### src/rtl/axi_lite_write_slave.sv
// AXI4-Lite write-channel slave. AW and W are queued independently, paired in arrival order,
// window-decoded and handed one at a time to the register backend; B carries the outcome.

module axi_lite_write_slave_fifo #(
  parameter int WIDTH = 32,
  parameter int DEPTH = 2
) (
  input  logic             axi_clk,
  input  logic             rst_n,
  input  logic             push,
  input  logic [WIDTH-1:0] push_data,
  input  logic             pop,
  output logic [WIDTH-1:0] head,
  output logic             full,
  output logic             empty
);
  localparam int PTR_W = (DEPTH > 1) ? $clog2(DEPTH) : 1;
  localparam int CNT_W = $clog2(DEPTH) + 1;
  localparam logic [CNT_W-1:0] DEPTH_C = CNT_W'(DEPTH);

  logic [WIDTH-1:0] mem [DEPTH];
  logic [PTR_W-1:0] rd_ptr;
  logic [PTR_W-1:0] wr_ptr;
  logic [CNT_W-1:0] count;

  // Pointers wrap naturally because DEPTH is a power of two.
  always_ff @(posedge axi_clk or negedge rst_n) begin
    if (!rst_n) begin
      rd_ptr <= '0;
      wr_ptr <= '0;
      count  <= '0;
    end else begin
      if (push) begin
        wr_ptr <= wr_ptr + 1'b1;
      end
      if (pop) begin
        rd_ptr <= rd_ptr + 1'b1;
      end
      if (push && !pop) begin
        count <= count + 1'b1;
      end else if (pop && !push) begin
        count <= count - 1'b1;
      end
    end
  end

  always_ff @(posedge axi_clk) begin
    if (push) begin
      mem[wr_ptr] <= push_data;
    end
  end

  assign head  = mem[rd_ptr];
  assign full  = (count == DEPTH_C);
  assign empty = (count == '0);
endmodule

module axi_lite_write_slave #(
  parameter int                    ADDR_WIDTH = 32,
  parameter int                    DATA_WIDTH = 32,
  parameter int                    FIFO_DEPTH = 2,
  parameter logic [ADDR_WIDTH-1:0] BASE_ADDR  = '0,
  parameter longint unsigned       ADDR_RANGE = 4096
) (
  input  logic                    axi_clk,
  input  logic                    rst_n,
  input  logic [ADDR_WIDTH-1:0]   AWADDR,
  input  logic                    AWVALID,
  output logic                    AWREADY,
  input  logic [DATA_WIDTH-1:0]   WDATA,
  input  logic [DATA_WIDTH/8-1:0] WSTRB,
  input  logic                    WVALID,
  output logic                    WREADY,
  output logic [1:0]              BRESP,
  output logic                    BVALID,
  input  logic                    BREADY,
  output logic                    wr_en,
  output logic [ADDR_WIDTH-1:0]   wr_addr,
  output logic [DATA_WIDTH-1:0]   wr_data,
  output logic [DATA_WIDTH/8-1:0] wr_strb,
  input  logic                    wr_ready,
  input  logic                    wr_err
);
  localparam int STRB_W = DATA_WIDTH / 8;
  localparam int W_W    = DATA_WIDTH + STRB_W;
  localparam logic [ADDR_WIDTH-1:0] RANGE_M1 = ADDR_WIDTH'(ADDR_RANGE - 1);
  localparam logic [ADDR_WIDTH-1:0] ALIGN_M  = ~ADDR_WIDTH'(STRB_W - 1);

  localparam logic [1:0] RESP_OKAY   = 2'b00;
  localparam logic [1:0] RESP_SLVERR = 2'b10;
  localparam logic [1:0] RESP_DECERR = 2'b11;

  logic                  rdy_en;
  logic                  aw_full;
  logic                  aw_empty;
  logic                  w_full;
  logic                  w_empty;
  logic [ADDR_WIDTH-1:0] aw_head;
  logic [W_W-1:0]        w_head;
  logic [ADDR_WIDTH-1:0] win_off;
  logic                  in_win;
  logic                  b_free;
  logic                  issue;
  logic                  complete;
  logic                  aw_push;
  logic                  w_push;

  axi_lite_write_slave_fifo #(
    .WIDTH(ADDR_WIDTH),
    .DEPTH(FIFO_DEPTH)
  ) u_aw_fifo (
    .axi_clk  (axi_clk),
    .rst_n    (rst_n),
    .push     (aw_push),
    .push_data(AWADDR),
    .pop      (complete),
    .head     (aw_head),
    .full     (aw_full),
    .empty    (aw_empty)
  );

  axi_lite_write_slave_fifo #(
    .WIDTH(W_W),
    .DEPTH(FIFO_DEPTH)
  ) u_w_fifo (
    .axi_clk  (axi_clk),
    .rst_n    (rst_n),
    .push     (w_push),
    .push_data({WDATA, WSTRB}),
    .pop      (complete),
    .head     (w_head),
    .full     (w_full),
    .empty    (w_empty)
  );

  always_ff @(posedge axi_clk or negedge rst_n) begin
    if (!rst_n) begin
      rdy_en <= 1'b0;
    end else begin
      rdy_en <= 1'b1;
    end
  end

  // A full queue still accepts when its head leaves in the same cycle.
  assign AWREADY = rdy_en && (!aw_full || complete);
  assign WREADY  = rdy_en && (!w_full  || complete);
  assign aw_push = AWVALID && AWREADY;
  assign w_push  = WVALID  && WREADY;

  // BASE_ADDR is range-aligned, so addresses below it wrap to a large offset and miss.
  assign win_off = aw_head - BASE_ADDR;
  assign in_win  = ((win_off & ~RANGE_M1) == '0);

  assign b_free   = !BVALID || BREADY;
  assign issue    = !aw_empty && !w_empty && b_free;
  assign complete = issue && (!in_win || wr_ready);

  assign wr_en   = issue && in_win;
  assign wr_addr = win_off & ALIGN_M;
  assign wr_data = w_head[W_W-1:STRB_W];
  assign wr_strb = w_head[STRB_W-1:0];

  always_ff @(posedge axi_clk or negedge rst_n) begin
    if (!rst_n) begin
      BVALID <= 1'b0;
      BRESP  <= RESP_OKAY;
    end else if (complete) begin
      BVALID <= 1'b1;
      if (!in_win) begin
        BRESP <= RESP_DECERR;
      end else if (wr_err) begin
        BRESP <= RESP_SLVERR;
      end else begin
        BRESP <= RESP_OKAY;
      end
    end else if (BREADY) begin
      BVALID <= 1'b0;
    end
  end
endmodule

### config.mk
export PLATFORM = sky130hd
export DESIGN_NAME = axi_lite_write_slave
export DESIGN_NICKNAME = d
export VERILOG_FILES = /design/src/rtl/axi_lite_write_slave.sv
export SDC_FILE = /design/constraint.sdc
export NUM_CORES = 1
export LEC_CHECK = 0
export BUFFER_PORTS_ARGS = -buffer_cell sky130_fd_sc_hd__buf_2
export CAP_MARGIN = 20
export CORE_MARGIN = 2
export CORE_UTILIZATION = 56
export DETAILED_ROUTE_END_ITERATION = 7
export PLACE_DENSITY = 0.89
export SLEW_MARGIN = 5
export SYNTH_ARGS = -nofsm -noshare
export SYNTH_HDL_FRONTEND = slang
export SYNTH_SLANG_ARGS = --single-unit
### constraint.sdc
create_clock -name axi_clk -period 5.5 [get_ports axi_clk]
set_clock_uncertainty 0.1 [all_clocks]
set_input_delay 0.275 -clock axi_clk [delete_from_list [all_inputs] [get_ports axi_clk]]
set_output_delay 0.275 -clock axi_clk [all_outputs]
set_load 0.02 [all_outputs]
Word-level counts from Yosys, hierarchy flattened
Memory sizes are Yosys's and may differ from the RTL's.
Index checks and enable logic that the tools add are counted.
Cells by class
  mux-type cells: 12
  shift-type cells: 0
  eq/ne operators: 2
  divide/modulo/power cells: 0
  add/subtract/negate cells: 8
  bitwise logic cells: 0
  $mul: 0
  reduce and logical (&&, ||, !) cells: 31
  magnitude comparators: 0
Operator list (number)
  32-bit zero test: 1
  1-bit logical AND: 12
  2-bit 2-to-1 mux: 6
  1-bit zero test: 9
  1-bit 2-to-1 mux: 6
  2-bit nonzero test: 3
  1-bit adder, second input constant: 4
  2-bit by 1-bit adder with 2-bit output, second input constant: 2
  2-bit equality test, second input constant: 2
  2-bit zero test: 2
  1-bit logical OR: 4
  2-bit by 1-bit subtractor with 2-bit output, second input constant: 2
Word-level totals
  latch bits: 0
  flip-flop bits (word level): 12
  logic and storage cells: 64
  ROM bits: 0
  bits of input ports: 75
  output and inout port bits: 74
  memories kept: 2
  RAM bits: 136
Memory list
  u_w_fifo.mem: depth 2, width 36, read ports 1, clocked after memory_dff 0, wr ports 1, line 21  | logic [WIDTH-1:0] mem [DEPTH];
  u_aw_fifo.mem: depth 2, width 32, read ports 1, clocked after memory_dff 0, wr ports 1, line 21

Longest topological paths before layout
Gate-level depths: netlist of run 1.
  depth after elaboration: 12
  mapped depth: 10
  mapped depth without buffers: 9

Hierarchy
Synthesis of run 1 repeated with hierarchy kept, for this count alone.
Second synthesis, totals
  cells, all modules: 275
  area, all modules: 5871.9 sq um
Modules (own cells, without submodules)
  axi_lite_write_slave_fifo at u_w_fifo: cells each 128, seq. area each 2262.2 sq um, instances 1, area an instance 2934.1 sq um
  axi_lite_write_slave_fifo at u_aw_fifo: cells each 116, seq. area each 2021.9 sq um, instances 1, area an instance 2648.8 sq um
  axi_lite_write_slave: cells each 31, seq. area each 100.1 sq um, instances 1, area an instance 289.0 sq um

Least setup slack after synthesis of run 1
Ideal clock, no wire load.
  path kind: flip-flop to flip-flop
  from: register u_aw_fifo.rd_ptr
  to: memory u_w_fifo.mem[0][0] (netlist bit), enable pin
  library setup time: 434 ps
  clock period less this slack: 3458 ps
  data arrival time: 2925 ps
  path buffers: 1
  setup slack: 2042 ps
  cell stages (with the launch flop): 8
  cell sequence: dfrtp_1 buf_4 nor4b_1 nand4_1 a221o_1 o21ai_4 a21oi_2 nor2b_1
Between the ends
  cells in the longest elaborated chain, start to end: 10
Ends and longest elaborated chain
  start: declaration: line 22  | logic [PTR_W-1:0] rd_ptr;
  start signal: assignment: line 37  | rd_ptr <= rd_ptr + 1'b1;
  memory read 2 x 32 bit
  32-bit zero test: line 152  | assign in_win = ((win_off & ~RANGE_M1) == '0);
  1-bit zero test
  1-bit logical OR: line 156  | assign complete = issue && (!in_win || wr_ready);
  1-bit logical AND: line 156
  1-bit logical OR: line 146  | assign WREADY = rdy_en && (!w_full || complete);
  1-bit logical AND: line 146
  1-bit logical AND: line 148  | assign w_push = WVALID && WREADY;
  1-bit 2-to-1 mux: line 48  | if (push) begin
  1-bit 2-to-1 mux (implied by the code): line 49  | mem[wr_ptr] <= push_data;
  end: declaration: line 21
Every way passes these cells.

Worst setup path after layout of run 1
  from: register u_aw_fifo.rd_ptr
  to: memory u_w_fifo.mem[1][11] (netlist bit), enable pin
The elaborated chain is that of the path after synthesis.

==> impl_metrics.tcl, run 1 <==
set metrics [dict create \
    synth.mux.area_fraction_pct 13.6 \
    place_area_um2 6340 \
    synth-edff-count 132 \
    tightest_slew_ns 1.05 \
    layout-drive-gt1-share_pct 48.3 \
    htreeDepth 4 \
    synth_area_um2 5450 \
    grt_pass1_wl_mm 17.6 \
    p_leak_nw 2.92 \
    cp-end-kind "flip-flop" \
    first_iter_violations 113 \
    synth_top_family_by_area "multiplexers" \
    synthAdderAreaFrac_pct 0.459 \
    slew-limit-headroom_pct 30.0 \
    synth_xor_area_share_pct 1.61 \
    yosys.area.top_type_share_pct 72.7 \
    coreArea_um2 9590 \
    remaining_drc_errors 0 \
    async_flop_share_pct 8.33 \
    peakVddDrop_mv 0.356 \
    ys_seq_area_share_pct 78.3 \
    start_kind "flip-flop" \
    port_buffers 144 \
    yosysTopAreaCell "edfxtp_1" \
    syn_avg_cell_area_um2 19.5 \
    antenna_found_initial 1 \
    ys_ff_latch 144 \
    gp_congestion 0.765 \
    yosys_warnings 0 \
    post_cts_buffers 0 \
    die_y_um 103 \
    drv_cap 0 \
    synth_common_cells "edfxtp_1 (132), mux2_2 (66), dfrtp_1 (12), clkbuf_1 (7), nor2_1 (7)" \
    overflow 0 \
    worst_slack_ns 1.81 \
    grt.total_usage_pct 23.1 \
    stdcell_area_um2 7620 \
    hold_viol 0 \
    yosysUniqueCellTypes 28 \
    period_needed_ns 3.69 \
    synth.most_common_cell "edfxtp_1" \
    numCtsBuffers 17 \
    criticalPathCategory "reg2reg" \
    clock-sinks 144 \
    drtPass1Iterations 4 \
    syn_inst 279 \
    final_nets 584 \
    pre_cts_slack_ns 1.86 \
    critPathArrivalTime_ns 3.77 \
    initial_core_util_pct 56.8 \
    cts_resized 0 \
    synth_compound_area_share_pct 1.68 \
    die_area_um2 10500 \
    cts_tree "yes" \
    synth_simple_gate_area_share_pct 3.19 \
    cp_max_fo 26 \
    slew_violations 0 \
    grt_pass1_vias 3531 \
    setup_tns_ns 0 \
    cp.required_ns 5.58 \
    num_rows 36 \
    area_delta_synth_final_pct 39.8 \
    critPathMaxStageDelay_ns 1.00 \
    vias 3400 \
    antenna_left 0 \
    hold_slack_ns 0.0231 \
    num_io_pins 149 \
    status "complete, no violations" \
    wl_per_cell_um 18.6 \
    finalWirelength_mm 12.2 \
    cts.clk_slew.worst_paths_ns 0.06 \
    synth_area_leaders "edfxtp_1 (73%), mux2_2 (14%), dfrtp_1 (5.5%)" \
    cts-root-buf "clkbuf_8" \
    setup_violations 0 \
    grt_setup_unrepaired "false" \
    clk_latency_ns 0.50 \
    fmax_ghz 0.271 \
    fp.dieW_um 103 \
    worstHoldPathType "in2reg" \
    powerDensity_nw_per_um2 488 \
    viasPerCell 5.20 \
    path_cells "nor3_1 > a22oi_1 > a221o_1 > o21ai_4 > a21oi_2 > and2_1 > buf_4" \
    fin_crit_sh_pct 67.1 \
    grt_max_degree 37 \
    fillers 494 \
    cts.path.max_buffers 2 \
    crit_slowest_cell "dfrtp_1" \
    synth-main-ff-cell "edfxtp_1" \
    p_total_mw 3.72 \
    dp_hpwl_mm 6.57 \
]
power by group:
group	switching [mW]	internal (mW)	leakage, nW
clock network	0.440	0.693	0.282
registers	0.105	1.39	1.34
logic	0.623	0.471	1.29
total	1.17	2.55	2.92
cells in the final DEF (no fill, tap or decap), types with 2 or more instances in the layout:
| master | n |
|---|---|
| a21boi_0 | 2 |
| a21oi_2 | 2 |
| and2_1 | 2 |
| buf_2 | 144 |
| buf_4 | 5 |
| bufinv_16 | 3 |
| clkbuf_1 | 2 |
| clkbuf_16 | 16 |
| clkinv_2 | 3 |
| clkinv_4 | 4 |
| clkinvlp_4 | 2 |
| conb_1 | 3 |
| dfrtp_1 | 12 |
| dlygate4sd3_1 | 69 |
| edfxtp_1 | 132 |
| ha_1 | 2 |
| inv_1 | 2 |
| mux2_2 | 66 |
| nand2_1 | 5 |
| nand2b_1 | 2 |
| nand4_1 | 2 |
| nor2_1 | 7 |
| nor2b_1 | 2 |
| nor3_1 | 5 |
| nor4_1 | 4 |
| xnor2_1 | 4 |
| xor2_1 | 6 |
per-layer routing:
layer	part of all wire (%)	track usage, %	up-vias
li1	-	-	1544
met3	6.3	6.85	21
met5	0	0	-
met2	53	40.9	155
met1	39	26.6	1680
met4	1.7	8.82	0
kinds of logic after synthesis:
family                     count (synthesis)
DFF                                      144
muxes                                     66
and+or+nand+nor                           33
buffers and inverters                     12
AOI/OAI and AO/OA                         10
xor gates and xnor gates                  10
adders and majority gates                  2
other                                      2
critical path: cells and delay by family (launching register included):
family / cells / cell delay [ns]
AO/OA/AOI/OAI: 4 / 1.00
flip-flops: 1 / 1.00
buffers and inverters: 1 / 0.42
AND/OR/NAND/NOR: 2 / 0.84
flip-flops by register name, summed over array words and instances (netlist names):
register          flops
rdy_en                1
u_w_fifo.rd_ptr       1
BRESP                 2
u_aw_fifo.mem        60
BVALID                1
u_aw_fifo.count       2
u_w_fifo.mem         72
u_w_fifo.count        2
u_aw_fifo.rd_ptr      1
u_aw_fifo.wr_ptr      1
u_w_fifo.wr_ptr       1
stage by stage:
step,utilization [%],instances
6_report,79.4,654
3_5_place_dp,66.1,552
3_3_place_gp,66.1,552
5_1_grt,79.4,654
2_1_floorplan,-,280
4_1_cts,79.4,653
repair_timing:
action,4_1_cts,5_1_grt
setup endpoints to repair,0,0
hold buffers,69,0
endpoints found under the hold margin,146,0
worst paths after layout:
kind / startpoint / end / slack (ns) / cells past startpoint
min in group asynchronous: rst_n / BRESP[1] / 0.10 / 2
max in group asynchronous: rst_n / u_w_fifo.rd_ptr / 4.98 / 2
worst min-delay path: wr_ready / BRESP[0] / 0.02 / 3
worst max register to register: u_aw_fifo.rd_ptr / u_w_fifo.mem[1][11] / 1.81 / 7
worst max-delay path: u_aw_fifo.rd_ptr / u_w_fifo.mem[1][11] / 1.81 / 7
worst min register to register: u_w_fifo.rd_ptr / u_w_fifo.rd_ptr / 0.38 / 1
final cells by class:
| class | instances | area (um^2) | share of cell area [%] |
|---|---|---|---|
| Sequential cell | 144 | 4260 | 56.0 |
| Timing Repair Buffer | 218 | 1450 | 19.0 |
| Multi-Input combinational cell | 124 | 1140 | 15.0 |
| Clock buffer | 19 | 422 | 5.54 |
| Tap cell | 133 | 166 | 2.18 |
| Clock inverter | 13 | 164 | 2.15 |
| Inverter | 2 | 7.51 | 0.0986 |
| Antenna cell | 1 | 2.50 | 0.0329 |
Power figures use the tool's default switching activity.
==> run 2: changes to the inputs <==
- ABC_AREA: default -> 1
- CORE_UTILIZATION: 56 -> 52
- PLACE_DENSITY: 0.89 -> 0.83
- clock period: 5.5 -> 3.75 ns (I/O delays scaled with it)
==> run 2 against run 1 <==
Register-to-register slack got worse by 1.0 ns; sequential power rose by 42%; sequential share of layout area is 0.98 points lower; first-iteration DRC count up 59%; worst hold slack better by 0.28 ns; non-clock buffer count is 5 higher; critical endpoint is now u_w_fifo.count[1]; largest cell class unchanged.
==> impl_metrics.tcl, run 2 <==
set metrics [dict create \
    fillers 619 \
    grt.total_usage_pct 21.0 \
    worst_r2r_endpoint "u_w_fifo.count[1]" \
    pwr-share-comb_pct 33.2 \
    remaining_drc_errors 0 \
    die_area_um2 11500 \
    synth_area_um2 5550 \
    clock_power_share_pct 29.8 \
    tightest_slew_ns 0.563 \
    rrSetupSlack_ns 0.80 \
    syn_avg_cell_area_um2 15.3 \
    p_sw_share_pct 33.8 \
    htreeDepth 4 \
    viasPerCell 4.82 \
    crit_start "u_aw_fifo.rd_ptr" \
    cts-root-buf "clkbuf_8" \
    setup_tns_ns 0 \
    cp.required_ns 4.03 \
    grt_pass1_wl_mm 17.9 \
    coreArea_um2 10400 \
    area_delta_synth_final_pct 39.6 \
    antenna_found_initial 0 \
    drtPass1Iterations 5 \
    num_io_pins 149 \
    worstHoldPathType "in2reg" \
    gp_congestion 0.797 \
    status "complete, no violations" \
    fp.dieW_um 107 \
    overflow 0 \
    clock-sinks 144 \
    syn_inst 363 \
    multi_input_area_um2 1120 \
    final_cell_mix "buf_2 (144), edfxtp_1 (132), nand2_1 (83)" \
    fin_crit_sh_pct 78.6 \
    post_cts_buffers 0 \
    p_sw_mw 1.93 \
    first_iter_violations 180 \
    grt_max_degree 37 \
    fin_util_pct 74.8 \
    antenna_cells 0 \
    peakVddDrop_mv 0.506 \
    synth-main-ff-cell "edfxtp_1" \
    synth.most_common_cell "edfxtp_1" \
    clk_latency_ns 0.50 \
    cp_max_fo 36 \
    synth_area_leaders "edfxtp_1 (71%), mux2_2 (7.3%), nand2_1 (5.6%)" \
    setup_violations 0 \
    hold_viol 0 \
    criticalPathCategory "reg2reg" \
    cts_tree "yes" \
    endpoint "u_w_fifo.count[1]" \
    seqPwrFrac_pct 37.0 \
    ys_ff_latch 144 \
    port_buffers 144 \
    mostFrequentLayoutCell "buf_2" \
    yosysUniqueCellTypes 27 \
    reg.largest.list "u_w_fifo.mem x72, u_aw_fifo.mem x60" \
    ys_seq_area_share_pct 76.8 \
    async_flop_share_pct 8.33 \
    regArea_um2 4260 \
    critPathArrivalTime_ns 3.22 \
    grt_pass1_vias 3755 \
    synth_common_cells "edfxtp_1 (132), nand2_1 (83), mux2_2 (36), inv_1 (22), nand2_2 (17)" \
    cp-end-kind "flip-flop" \
    yosys.area.top_type_share_pct 71.4 \
    layout-drive-gt1-share_pct 40.8 \
    yosysTopAreaCell "edfxtp_1" \
    dp_hpwl_mm 6.77 \
    finalWirelength_mm 11.7 \
    wl_per_cell_um 15.7 \
    fmax_ghz 0.339 \
    p_leak_nw 3.22 \
    cts.clk_slew.worst_paths_ns 0.06 \
    grt_setup_unrepaired "false" \
    regToRegStartpoint "u_aw_fifo.rd_ptr" \
    final_nets 671 \
    period_needed_ns 2.95 \
    synth-edff-count 132 \
    slew-limit-headroom_pct 62.4 \
    start_kind "flip-flop" \
    antenna_left 0 \
    powerDensity_nw_per_um2 737 \
    vias 3579 \
    slew_violations 0 \
    drv_cap 0 \
    power.internal_mw 3.78 \
    rr_worst_depth 16 \
    die_y_um 107 \
    largest_register_ffs 72 \
    regMostFlops "u_w_fifo.mem" \
    cts.path.max_buffers 2 \
    yosys_warnings 0 \
    initial_core_util_pct 53.6 \
    num_rows 37 \
    numCtsBuffers 17 \
]
run 2: final cells by class:
class / instances / area share [%]
clock inverters: 14 / 2.45
inverters: 24 / 1.19
well taps: 136 / 2.19
clock buffers: 17 / 5.34
repair buffers: 223 / 19.3
flip-flops and latches: 144 / 55.0
multi-input cells: 184 / 14.5
run 2: cells by family (layout without fill, tap and decap cells):
family | after synthesis | after routing | share of synthesized area, %
AOI/OAI and AO/OA | 12 | 12 | 1.13
xor gates and xnor gates | 6 | 6 | 0.946
adders and majority gates | 2 | 2 | 0.450
buffers and inverters | 36 | 278 | 3.22
DFF | 144 | 144 | 76.8
muxes | 36 | 36 | 7.30
other | 2 | 3 | 0.135
and+or+nand+nor | 125 | 125 | 10.0
run 2: routing by layer:
layer  up-vias  part of all wire, %  global-route usage (%)
met2       107                   56                    38.3
li1       1719                    -                       -
met5         -                    0                       0
met3        21                  4.3                    4.90
met1      1732                   38                    22.7
met4         0                  2.2                    10.4
run 2: worst max-delay path, stage by stage, from the launching register on:
cell	delay, ns
dfrtp_1	0.33
buf_4	0.35
inv_4	0.22
nand2_1	0.12
nand2_1	0.06
nor2_1	0.11
nand2_1	0.07
nor2_2	0.12
nand3_2	0.16
nand2_4	0.12
nand3_2	0.08
nand3_1	0.17
inv_1	0.09
ha_1	0.31
a21oi_1	0.14
o21ai_0	0.12
xor2_1	0.15
run 2: metrics by stage:
stage | worst slack (ns) | hold slack, ns | instances | cell area [um^2] | power, mW
after floorplan | 0.332 | -0.208 | 364 | 5560 | 3.45
after global placement | 0.954 | -0.0257 | 638 | 6420 | 3.92
after detailed placement | 0.834 | -0.0177 | 638 | 6420 | 3.98
after CTS | 0.813 | 0.267 | 742 | 7750 | 5.74
after global routing | 0.557 | 0.270 | 742 | 7750 | 5.99
final | 0.803 | 0.304 | 742 | 7750 | 5.71
run 2: worst min path at each step:
stage / start / end / slack [ns] / cells after the start
floorplan: rst_n / BRESP[0] / -0.21 / 0
global placement: rst_n / BVALID / -0.03 / 1
detailed placement: rst_n / BRESP[1] / -0.02 / 1
CTS: WDATA[16] / u_w_fifo.mem[0][20] / 0.27 / 2
global route: WDATA[14] / u_w_fifo.mem[1][18] / 0.27 / 2
finish: WDATA[1] / u_w_fifo.mem[1][5] / 0.30 / 2
run 2: what timing repair did:
action                                 CTS  global route
endpoints found under the hold margin  149             0
gates resized for setup                  0             0
hold buffers                            73             0
run 2: power by group through the flow:
stage	logic (mW)	registers (mW)	clock network (mW)
after global placement	1.79	2.12	0
final	1.90	2.11	1.70
after floorplan	1.31	2.14	0
after detailed placement	1.84	2.14	0
after global routing	2.05	2.13	1.81
after CTS	1.91	2.11	1.73
